### src/rtl/seq_cla_pkg.sv
// Shared types and sizing helpers for the nibble-serial CLA adder.
package seq_cla_pkg;

  localparam int unsigned SLICE_W   = 4;
  localparam int unsigned SLICE_LOG = 2;

  typedef enum logic [1:0] {
    S_IDLE = 2'd0,
    S_RUN  = 2'd1,
    S_DONE = 2'd2
  } state_e;

  function automatic int unsigned num_slices(input int unsigned width);
    return width / SLICE_W;
  endfunction

  function automatic int unsigned cnt_width(input int unsigned width);
    return $clog2(width / SLICE_W);
  endfunction

endpackage

### src/rtl/cla_slice4.sv
// Combinational 4-bit carry-lookahead slice; block G/P exported for hierarchical CLA trees.
module cla_slice4 (
  input  logic [3:0] a_i,
  input  logic [3:0] b_i,
  input  logic       ci_i,
  output logic [3:0] s_o,
  output logic       co_o,
  output logic       c3_o,
  output logic       g_o,
  output logic       p_o
);

  logic [3:0] g;
  logic [3:0] p;
  logic       c1, c2, c3, c4;

  assign g = a_i & b_i;
  assign p = a_i ^ b_i;

  // Two-level lookahead carries, no ripple between bit positions
  assign c1 = g[0] | (p[0] & ci_i);
  assign c2 = g[1] | (p[1] & g[0]) | (p[1] & p[0] & ci_i);
  assign c3 = g[2] | (p[2] & g[1]) | (p[2] & p[1] & g[0]) | (p[2] & p[1] & p[0] & ci_i);
  assign c4 = g[3] | (p[3] & g[2]) | (p[3] & p[2] & g[1]) | (p[3] & p[2] & p[1] & g[0])
            | (p[3] & p[2] & p[1] & p[0] & ci_i);

  assign s_o  = p ^ {c3, c2, c1, ci_i};
  assign co_o = c4;
  assign c3_o = c3;
  assign g_o  = g[3] | (p[3] & g[2]) | (p[3] & p[2] & g[1]) | (p[3] & p[2] & p[1] & g[0]);
  assign p_o  = &p;

endmodule

### src/rtl/seq_cla_adder.sv
// Wide adder that time-shares one 4-bit CLA slice, one nibble per cycle, LSB nibble first.
// Define SEQ_CLA_OVF_EN to add the registered signed-overflow output ovf.
module seq_cla_adder
  import seq_cla_pkg::*;
#(
  parameter int unsigned WIDTH = 16
) (
  input  logic             clk,
  input  logic             rst_n,
  input  logic             in_valid,
  output logic             in_ready,
  input  logic [WIDTH-1:0] a,
  input  logic [WIDTH-1:0] b,
  input  logic             cin,
  output logic             out_valid,
  input  logic             out_ready,
  output logic [WIDTH-1:0] sum,
  output logic             cout
`ifdef SEQ_CLA_OVF_EN
  ,
  output logic             ovf
`endif
);

  localparam int unsigned N     = num_slices(WIDTH);
  localparam int unsigned CNT_W = cnt_width(WIDTH);
  localparam int unsigned IDX_W = CNT_W + SLICE_LOG;

  if ((WIDTH % SLICE_W) != 0 || WIDTH < 8) begin : g_bad_width
    $error("seq_cla_adder: WIDTH must be a multiple of 4 and at least 8");
  end

  state_e             state_q, state_d;
  logic [CNT_W-1:0]   k_q, k_d;
  logic [WIDTH-1:0]   a_q, a_d;
  logic [WIDTH-1:0]   b_q, b_d;
  logic [WIDTH-1:0]   sum_q, sum_d;
  logic               carry_q, carry_d;
  logic               cout_q, cout_d;
  logic               in_ready_q, in_ready_d;
  logic               out_valid_q, out_valid_d;
  logic               last_c;
  logic [IDX_W-1:0]   nib_base_c;
  logic [SLICE_W-1:0] slice_s;
  logic               slice_co;
  logic               slice_c3;
  logic               unused_blk_g;
  logic               unused_blk_p;

  assign last_c     = (k_q == CNT_W'(N - 1));
  assign nib_base_c = {k_q, {SLICE_LOG{1'b0}}};

  cla_slice4 u_slice (
    .a_i  (a_q[nib_base_c +: SLICE_W]),
    .b_i  (b_q[nib_base_c +: SLICE_W]),
    .ci_i (carry_q),
    .s_o  (slice_s),
    .co_o (slice_co),
    .c3_o (slice_c3),
    .g_o  (unused_blk_g),
    .p_o  (unused_blk_p)
  );

`ifdef SEQ_CLA_OVF_EN
  logic ovf_q, ovf_d;
`else
  logic unused_c3;
  assign unused_c3 = slice_c3;
`endif

  // Next-state and datapath control
  always_comb begin
    state_d = state_q;
    k_d     = k_q;
    a_d     = a_q;
    b_d     = b_q;
    sum_d   = sum_q;
    carry_d = carry_q;
    cout_d  = cout_q;
`ifdef SEQ_CLA_OVF_EN
    ovf_d   = ovf_q;
`endif
    unique case (state_q)
      S_IDLE: begin
        if (in_valid) begin
          a_d     = a;
          b_d     = b;
          carry_d = cin;
          k_d     = '0;
          state_d = S_RUN;
        end
      end
      S_RUN: begin
        sum_d[nib_base_c +: SLICE_W] = slice_s;
        carry_d = slice_co;
        k_d     = k_q + CNT_W'(1);
        if (last_c) begin
          cout_d  = slice_co;
`ifdef SEQ_CLA_OVF_EN
          ovf_d   = slice_co ^ slice_c3;
`endif
          k_d     = '0;
          state_d = S_DONE;
        end
      end
      S_DONE: begin
        if (out_ready) begin
          state_d = S_IDLE;
        end
      end
      default: state_d = S_IDLE;
    endcase
    in_ready_d  = (state_d == S_IDLE);
    out_valid_d = (state_d == S_DONE);
  end

  always_ff @(posedge clk or negedge rst_n) begin
    if (!rst_n) begin
      state_q     <= S_IDLE;
      k_q         <= '0;
      a_q         <= '0;
      b_q         <= '0;
      sum_q       <= '0;
      carry_q     <= 1'b0;
      cout_q      <= 1'b0;
      in_ready_q  <= 1'b1;
      out_valid_q <= 1'b0;
    end else begin
      state_q     <= state_d;
      k_q         <= k_d;
      a_q         <= a_d;
      b_q         <= b_d;
      sum_q       <= sum_d;
      carry_q     <= carry_d;
      cout_q      <= cout_d;
      in_ready_q  <= in_ready_d;
      out_valid_q <= out_valid_d;
    end
  end

`ifdef SEQ_CLA_OVF_EN
  always_ff @(posedge clk or negedge rst_n) begin
    if (!rst_n) begin
      ovf_q <= 1'b0;
    end else begin
      ovf_q <= ovf_d;
    end
  end

  assign ovf = ovf_q;
`endif

  assign in_ready  = in_ready_q;
  assign out_valid = out_valid_q;
  assign sum       = sum_q;
  assign cout      = cout_q;

endmodule

### config.mk
export PLATFORM = sky130hd
export DESIGN_NAME = seq_cla_adder
export DESIGN_NICKNAME = d
export VERILOG_FILES = /design/src/rtl/seq_cla_pkg.sv /design/src/rtl/cla_slice4.sv /design/src/rtl/seq_cla_adder.sv
export SDC_FILE = /design/constraint.sdc
export NUM_CORES = 1
export LEC_CHECK = 0
export ABC_AREA = 1
export BUFFER_PORTS_ARGS = -buffer_cell sky130_fd_sc_hd__buf_2
export CORE_MARGIN = 10
export CORE_UTILIZATION = 59
export DETAILED_ROUTE_END_ITERATION = 8
export MAX_ROUTING_LAYER = met4
export PLACE_DENSITY = 0.86
export SETUP_SLACK_MARGIN = 0.1
export SLEW_MARGIN = 20
export SYNTH_ARGS = -nofsm -noshare
export SYNTH_HDL_FRONTEND = slang
export SYNTH_SLANG_ARGS = --single-unit
### constraint.sdc
create_clock -name clk -period 3.5 [get_ports clk]
set_input_delay 0.175 -clock clk [delete_from_list [all_inputs] [get_ports clk]]
set_output_delay 0.175 -clock clk [all_outputs]
set_load 0.01 [all_outputs]
---- Yosys cells after proc, flatten, opt, wreduce, memory -nomap -nowiden ----
Cells that the tools add are included.
Widths: inputs -> output; s select.
cells by class
  $add $sub $neg .......................... 2
  multiply operators ...................... 0
  div/mod/pow operators ................... 0
  $lt $le $gt $ge ......................... 0
  equality and inequality tests ........... 5
  shift operators ......................... 4
  multiplexer cells ....................... 10
  bitwise logic cells ..................... 29
  reductions and logical operators ........ 6
operator list
  operator                number
  $shiftx 16x5->4         2
  $and 1x1->1             16
  $bwmux 16               1
  $shift 4x6->16 const A  1
  $shiftx 4x6->16         1
  $mux 2                  5
  $or 1x1->1              10
  $xor 4x4->4             2
  $eq 2x2->1 const B      3
  $neg 4->6               1
  $pmux 2 s3              1
  $reduce_and 2->1        3
  $and 4x4->4             1
  $logic_not 2->1         2
  $pmux 2 s2              1
  $add 2x1->2 const B     1
  $eq 2x1->1 const B      1
  $ne 2x2->1 const B      1
  $pmux 1 s2              1
  $reduce_bool 2->1       1
  $mux 1                  1
word-level totals
  flip-flop bits (word level) ............. 56
  latch bits .............................. 0
  memory bits (writable) .................. 0
  memory bits (read-only) ................. 0
  output and inout bits ................... 19
  memories kept ........................... 0

---- Longest topological paths before layout ----
Gate-level depths: netlist of the first run.
  word-level depth ........................ 9
  mapped depth ............................ 14

---- Hierarchy ----
From an unflattened synthesis of the first run, not the netlist that was laid out.
unflattened totals
  cell total of the unflattened synthesis .. 375
  area, all modules ....................... 3,016.6 um^2
by module, submodules not included
  module         instances  cells each  area each (um^2)  seq. area each (um^2)
  seq_cla_adder  1          337         2,777.7           1,402.6
  cla_slice4     1          38          239.0             0.0

---- Worst setup path before layout of the first run ----
Ideal clock, no wire load.
  path type ............................... register to register
  from .................................... register k_q[0]
  to ...................................... register sum_q[7], in the netlist sum[7]
  setup time .............................. 0.065 ns
  arrival time ............................ 1.974 ns
  path slack .............................. 1.461 ns
  stages on the path, launching flop included .. 15
  path buffers ............................ 1
  cells stage by stage .................... dfrtp_1 inv_1 clkbuf_1 nor2_1 o22ai_1 ha_1 nand2_1 nor2_1 nor2_1 nand2_1 nand2_1 nand3_1 nor2_1 nand2_1 nand2_1
between the ends
  word-level cells in the longest chain between the ends .. 9
ends and longest elaborated chain
  what                                                    line                                      text
  from (decl)                                             seq_cla_adder.sv:34                       logic [CNT_W-1:0] k_q, k_d;
  from (signal assigned)                                  seq_cla_adder.sv:130                      k_q <= k_d;
  $shiftx 16x5->4, on equally long branches               seq_cla_adder.sv:54, seq_cla_adder.sv:55
  $xor 4x4->4 or $and 4x4->4 (tied branches)              cla_slice4.sv:18, cla_slice4.sv:17
  $and 1x1->1                                             cla_slice4.sv:23                          assign c3 = g[2] | (p[2] & g[1]) | (p[2] & p[1] & g[0]) | (p[2] & p[1] & p[0] & ci_i);
  $or 1x1->1 or $and 1x1->1 (tied branches) (2 in a row)  cla_slice4.sv:23
  $or 1x1->1                                              cla_slice4.sv:23
  $xor 4x4->4                                             cla_slice4.sv:27                          assign s_o = p ^ {c3, c2, c1, ci_i};
  $shiftx 4x6->16                                         seq_cla_adder.sv:94                       sum_d[nib_base_c +: SLICE_W] = slice_s;
  $bwmux 16 *                                             seq_cla_adder.sv:94
  to (signal assigned)                                    seq_cla_adder.sv:133                      sum_q <= sum_d;
  to (decl)                                               seq_cla_adder.sv:37                       logic [WIDTH-1:0] sum_q, sum_d;
Every way passes the cells marked *; elsewhere a longest branch is shown, timed or not.
A chain may end at the register's enable or synchronous reset.

---- Final worst setup path of the first run ----
  from .................................... register k_q[0]
  to ...................................... register sum_q[15], in the netlist sum[15]
Same word-level chain as after synthesis.

==> results of run 1 <==
==> layer usage <==
metal  global-route usage [%]  vias to the layer above  part of all wire (%)
met5                        -                        -                     0
met4                    4.422                        0                   1.3
met3                    4.921                       11                   6.7
met2                    24.60                       60                    47
met1                    18.89                      947                    45
li1                         -                      970                     -
==> worst paths after layout <==
check | start | endpoint | depth (start not counted)
min in group asynchronous | rst_n | out_valid | 2
min | out_ready | out_valid | 2
max | k_q[0] | sum[15] | 11
max in group asynchronous | rst_n | in_ready | 3
min reg2reg | sum[14] | sum[14] | 2
max reg2reg | k_q[0] | sum[15] | 11
==> worst max-delay path, cell delays in order, from the launching register on <==
cell,delay (ns)
dfrtp_1,0.39
inv_1,0.47
o21ai_0,0.16
o22ai_1,0.31
ha_1,0.33
nand4_1,0.13
nand2_1,0.06
nand2_1,0.09
nand3_1,0.10
nor2_1,0.15
nand2_1,0.09
nand2_1,0.06
==> final cells by class <==
type / count / area share, %
Clock buffer: 6 / 2.303
Clock inverter: 2 / 1.112
Inverter: 15 / 1.786
Multi-Input combinational cell: 172 / 38.71
Sequential cell: 56 / 44.50
Tap cell: 52 / 2.064
Timing Repair Buffer: 58 / 9.528
==> where the power goes <==
part | switching, µW | internal, µW
sequential | 189 | 941
combinational | 962 | 784
clock | 197 | 213
total | 1350 | 1940
==> state kept, by name, indices dropped and copies added (netlist names) <==
register,count
out_valid,1
state_q,2
carry_q,1
a_q,16
b_q,16
cout,1
in_ready,1
sum,16
k_q,2
==> per-stage QoR <==
| step | util, % | hold WS (ns) | instance area (µm²) | cells |
|---|---|---|---|---|
| final | 71.40 | 0.07017 | 3152 | 361 |
| after global routing | 71.40 | 0.05935 | 3152 | 361 |
| after CTS | 71.40 | 0.06837 | 3152 | 361 |
| after detailed placement | 68.74 | 0.2220 | 3034 | 352 |
| after global placement | 68.74 | 0.2114 | 3034 | 352 |
| after floorplan | - | -0.1206 | 2735 | 251 |
==> cells by family after synthesis <==
kind of cell / count (synthesis) / share of synthesized area [%]
compound gates: 53 / 10.48
xor+xnor: 1 / 0.3203
fa+ha+maj: 11 / 5.307
buf+inv: 23 / 4.117
flops: 56 / 51.28
mux: 32 / 17.02
simple gates: 75 / 11.48
==> placed cells by master (no fill, tap or decap), types with 2 or more instances in the layout <==
cell type  count
dfrtp_1       55
buf_2         55
o21ai_0       38
nand2_1       33
mux2_4        28
nor2_1        27
inv_1         13
o22ai_1       10
ha_1          10
nand3_1        8
clkbuf_8       5
mux2_2         4
nand2_2        2
nand4_1        2
o31ai_1        2
buf_4          2
==> what timing repair did <==
item | CTS | global route
setup endpoints to repair | 0 | 0
hold endpoints to repair | 26 | 0
hold buffers | 1 | 0
==> reports/metrics.cfg, run 1 <==
[grt]
grt_pass1_wl_um = 9563
grt-ovfl-total = 0
grt_pass1_vias = 2093
grt_antenna_before_repair = 0
track_usage_pct = 15.62
grt_max_degree = 36

[yosys]
ys_top_cells_by_count = 55 x dfrtp_1, 38 x o21ai_0, 33 x nand2_1
synth.yosys.seq_area_share_pct = 51.28
synth_seq_cells = 56
postSynthCellCount = 251
async_reset_ff_share_pct = 100.0
yosysWarnings = 0
yosysMostFrequentCell = dfrtp_1
synth_nets = 299
synth_cell_types = 27
synth.area.top_cells = dfrtp_1 50%, mux2_4 15%, o21ai_0 7.0%, ha_1 4.6%, nand2_1 4.5%
yosys.area.top_type_share_pct = 50.32
synth_top_area_cell = dfrtp_1
synth_edf_count = 0
ys.flop_type = dfrtp_1
avgSynthCellArea_um2 = 10.90
synth_area_um2 = 2735

[sta]
hold_viol = 0
max_slew.worst_pin.slew_ns = 1.051
layout_setup_ws_ns = 1.093
max_freq_ghz = 0.4155
fin_tns_setup_ns = 0
clock_skew_ns = 0.002230
setup_violations = 0
rsz0062_at_grt = no
slew_headroom_pct = 29.72
period_needed_ns = 2.407
fin_crit_sh_pct = 68.76
slew_violations = 0

[clocking]
cts_made_buffers = 5
clk_pin_slew_worst_paths_ns = 0.09
post_cts_resized = 0
clk_latency_ns = 0.30
clock_sinks = 56
clock_path_buffers = 2
cts_tree = done
postCtsSetupBuffers = 0
cts-root-buf = clkbuf_8
h-tree-depth = 2

[cells_and_area]
diodes = 0
fill_cells = 332
drive_gt1_share_pct = 33.01
multi_input_area_um2 = 1220
register_area_um2 = 1403
area_growth_pct = 15.23
final_nets = 356

[power]
power_uw = 3286
power_leakage_uw = 0.001642
irDropWorstVdd_mv = 0.5158
power_density_nw_per_um2 = 1042

[routing]
drt_iter0_drc = 86
drc = 0
antenna_left = 0
avgRoutedWirePerCell_um = 15.83
via_per_inst = 5.507
dr.pass1.iters = 4
wl_um = 5716
vias = 1988

[outcome]
status = complete, no violations

[setup_path]
critical_path_class = reg -> reg
required_ns = 3.75
r2r_slack_ns = 1.09
cp_data_arrival_time_ns = 2.65
cp-end-kind = flop
cp_max_fo = 24
worstSetupStartpointType = flop

[die]
io_pins = 56
die_h_um = 88.09
die_area_um2 = 7759
chipWidth_um = 88.09
start_util_pct = 61.96
core_um2 = 4414
rows = 24

[job]
drv_cap = 0

[placement]
gpl.final_weighted_congestion = 0.8692
dpl.hpwl_um = 4449
pre_cts_ws_ns = 1.179
port_buffers = 55

[worst_hold_path]
hold_class = in -> reg

No activity file was read; power rests on OpenSTA's default activity.
==> run 2: changes to the inputs <==
CORE_UTILIZATION = 54   (was 59)
PLACE_DENSITY = 0.8   (was 0.86)
clock period = 2.4 ns   (was 3.5 ns; I/O delays follow)
==> reports/metrics.cfg, run 2 (same netlist as run 1, synthesis figures left out) <==
[cells_and_area]
multi_input_area_um2 = 1222  ; +0.20%
final_nets = 368  ; +3.4%
register_area_um2 = 1404  ; about the same
diodes = 0  ; unchanged
fill_cells = 370  ; +11%
drive_gt1_share_pct = 36.76  ; +3.8 points
stdcell_count = 388  ; +7.5%
final_core_util_pct = 68.31  ; -3.1 points
final_cell_mix = 55 x buf_2, 54 x dfrtp_1, 36 x o21ai_0
layout_commonest_cell = buf_2
area_growth_pct = 20.31

[setup_path]
cp-end-kind = flop
cp_slowest_cell = dfrtp_2
max_stage_delay_ns = 0.44  ; -0.03 ns
cp_data_arrival_time_ns = 2.38  ; -0.27 ns
path_common_cell = o21ai_0
path_cells = clkinvlp_4 -> buf_4 -> o21ai_0 -> o22ai_1 -> fa_1 -> xnor2_1 -> nor2_1 -> nand2_1 -> o21ai_0
cp_max_fo = 7  ; -71%
required_ns = 2.61  ; -1.14 ns
crit_start = k_q[0]
worstSetupStartpointType = flop
rr_endpoint = sum[5]
r2r_slack_ns = 0.23  ; -0.86 ns
reg2reg_from = k_q[0]
rr_worst_depth = 9  ; -2
critical_path_class = reg -> reg

[routing]
vias = 2019  ; +1.6%
avgRoutedWirePerCell_um = 15.17  ; -4.2%
drc = 0  ; unchanged
wl_um = 5886  ; +3.0%
antenna_left = 0  ; unchanged
drt_iter0_drc = 48  ; -44%
dr.pass1.iters = 4  ; unchanged
via_per_inst = 5.204  ; -5.5%

[worst_hold_path]
hold_depth = 2  ; unchanged
min_from = b[15]
hold_class = in -> reg
hold_end = b_q[15]

[grt]
track_usage_pct = 15.05  ; -0.57 points
grt-ovfl-total = 0  ; unchanged
grt_antenna_before_repair = 0  ; unchanged
grt_pass1_wl_um = 10240  ; +7.1%
grt_pass1_vias = 2141  ; +2.3%
grt_max_degree = 57  ; +58%

[sta]
fin_crit_sh_pct = 90.41  ; +22 points
slew_headroom_pct = 71.08  ; +41 points
clock_skew_ns = 0.01003  ; +0.007799 ns
rsz0062_at_grt = yes
slew_violations = 0  ; unchanged
period_needed_ns = 2.170  ; -0.2368 ns
hold_slack_ns = 0.02105  ; -0.04912 ns
max_freq_ghz = 0.4609  ; +11%
hold_viol = 0  ; unchanged
fin_tns_setup_ns = 0  ; unchanged
setup_violations = 0  ; unchanged
max_slew.worst_pin.slew_ns = 0.4322  ; -0.6183 ns

[die]
io_pins = 56  ; unchanged
chipWidth_um = 91.17  ; +3.5%
die_area_um2 = 8312  ; +7.1%
rows = 25  ; +4.2%
core_um2 = 4817  ; +9.1%
die_h_um = 91.17  ; +3.5%
start_util_pct = 56.78  ; -5.2 points

[power]
power_leakage_uw = 0.001690  ; +2.9%
irDropWorstVdd_mv = 0.7341  ; +42%
power_density_nw_per_um2 = 1517  ; +46%
power_uw = 4992  ; +52%

[placement]
port_buffers = 55  ; unchanged
place_inst = 372  ; +5.7%
gpl.final_weighted_congestion = 0.8468  ; -2.6%
dpl.hpwl_um = 4392  ; -1.3%

[clocking]
cts_made_buffers = 5  ; unchanged
clk_pin_slew_worst_paths_ns = 0.11  ; +0.02 ns
h-tree-depth = 2  ; unchanged
cts_tree = done
clock_path_buffers = 2  ; unchanged
cts-root-buf = clkbuf_8
clk_latency_ns = 0.32  ; +0.02 ns
clock_sinks = 56  ; unchanged

[outcome]
status = complete, no violations

[job]
drv_cap = 0  ; unchanged

==> run 2: repair_timing <==
item | 4_1_cts | 5_1_grt
gates resized for setup | 0 | 7
buffers inserted | 0 | 5
endpoints found under the setup margin | 0 | 8
hold buffers | 2 | 0
hold endpoints to repair | 56 | 0
==> run 2: metal layers <==
metal / up-vias / share of wire [%] / global-route usage, %
li1: 996 / - / -
met4: 0 / 1.1 / 3.786
met2: 73 / 46 / 23.51
met3: 8 / 6.4 / 4.691
met5: - / 0 / -
met1: 942 / 46 / 18.56
==> run 2: critical path, delay by kind of cell (launching register included) <==
family,cells,cell delay [ns]
fa+ha+maj,1,0.43
buf+inv,2,0.32
simple gates,2,0.19
compound gates,3,0.36
flops,1,0.44
xor+xnor,1,0.33
==> run 2: per-stage QoR <==
| step | setup WS (ns) | area (µm²) |
|---|---|---|
| global route | 0.08064 | 3291 |
| floorplan | 0.3608 | 2735 |
| global placement | 0.3418 | 3103 |
| CTS | 0.1446 | 3234 |
| finish | 0.2302 | 3291 |
| detailed placement | 0.2228 | 3103 |
==> run 2: layout make-up <==
| cell class | instances | share of cell area, % |
|---|---|---|
| clock inverter | 3 | 1.293 |
| clock buffer | 5 | 2.091 |
| timing repair inverter | 1 | 0.2281 |
| timing repair buffer | 69 | 12.09 |
| inverter | 15 | 1.939 |
| sequential | 56 | 42.66 |
| tap | 67 | 2.548 |
| multi-input combinational | 172 | 37.15 |
==> run 2: worst max path at each step <==
stage          endpoint  slack [ns]
2_1_floorplan    sum[7]        0.36
3_3_place_gp     sum[7]        0.34
3_5_place_dp    sum[15]        0.22
4_1_cts          sum[7]        0.14
5_1_grt          sum[7]        0.08
6_report         sum[5]        0.23
==> run 2: where the power goes <==
group / total (µW) / switching, µW / internal, µW
sequential: 1640 / 267 / 1370
clock: 626 / 316 / 309
combinational: 2730 / 1500 / 1230
total: 4990 / 2080 / 2910
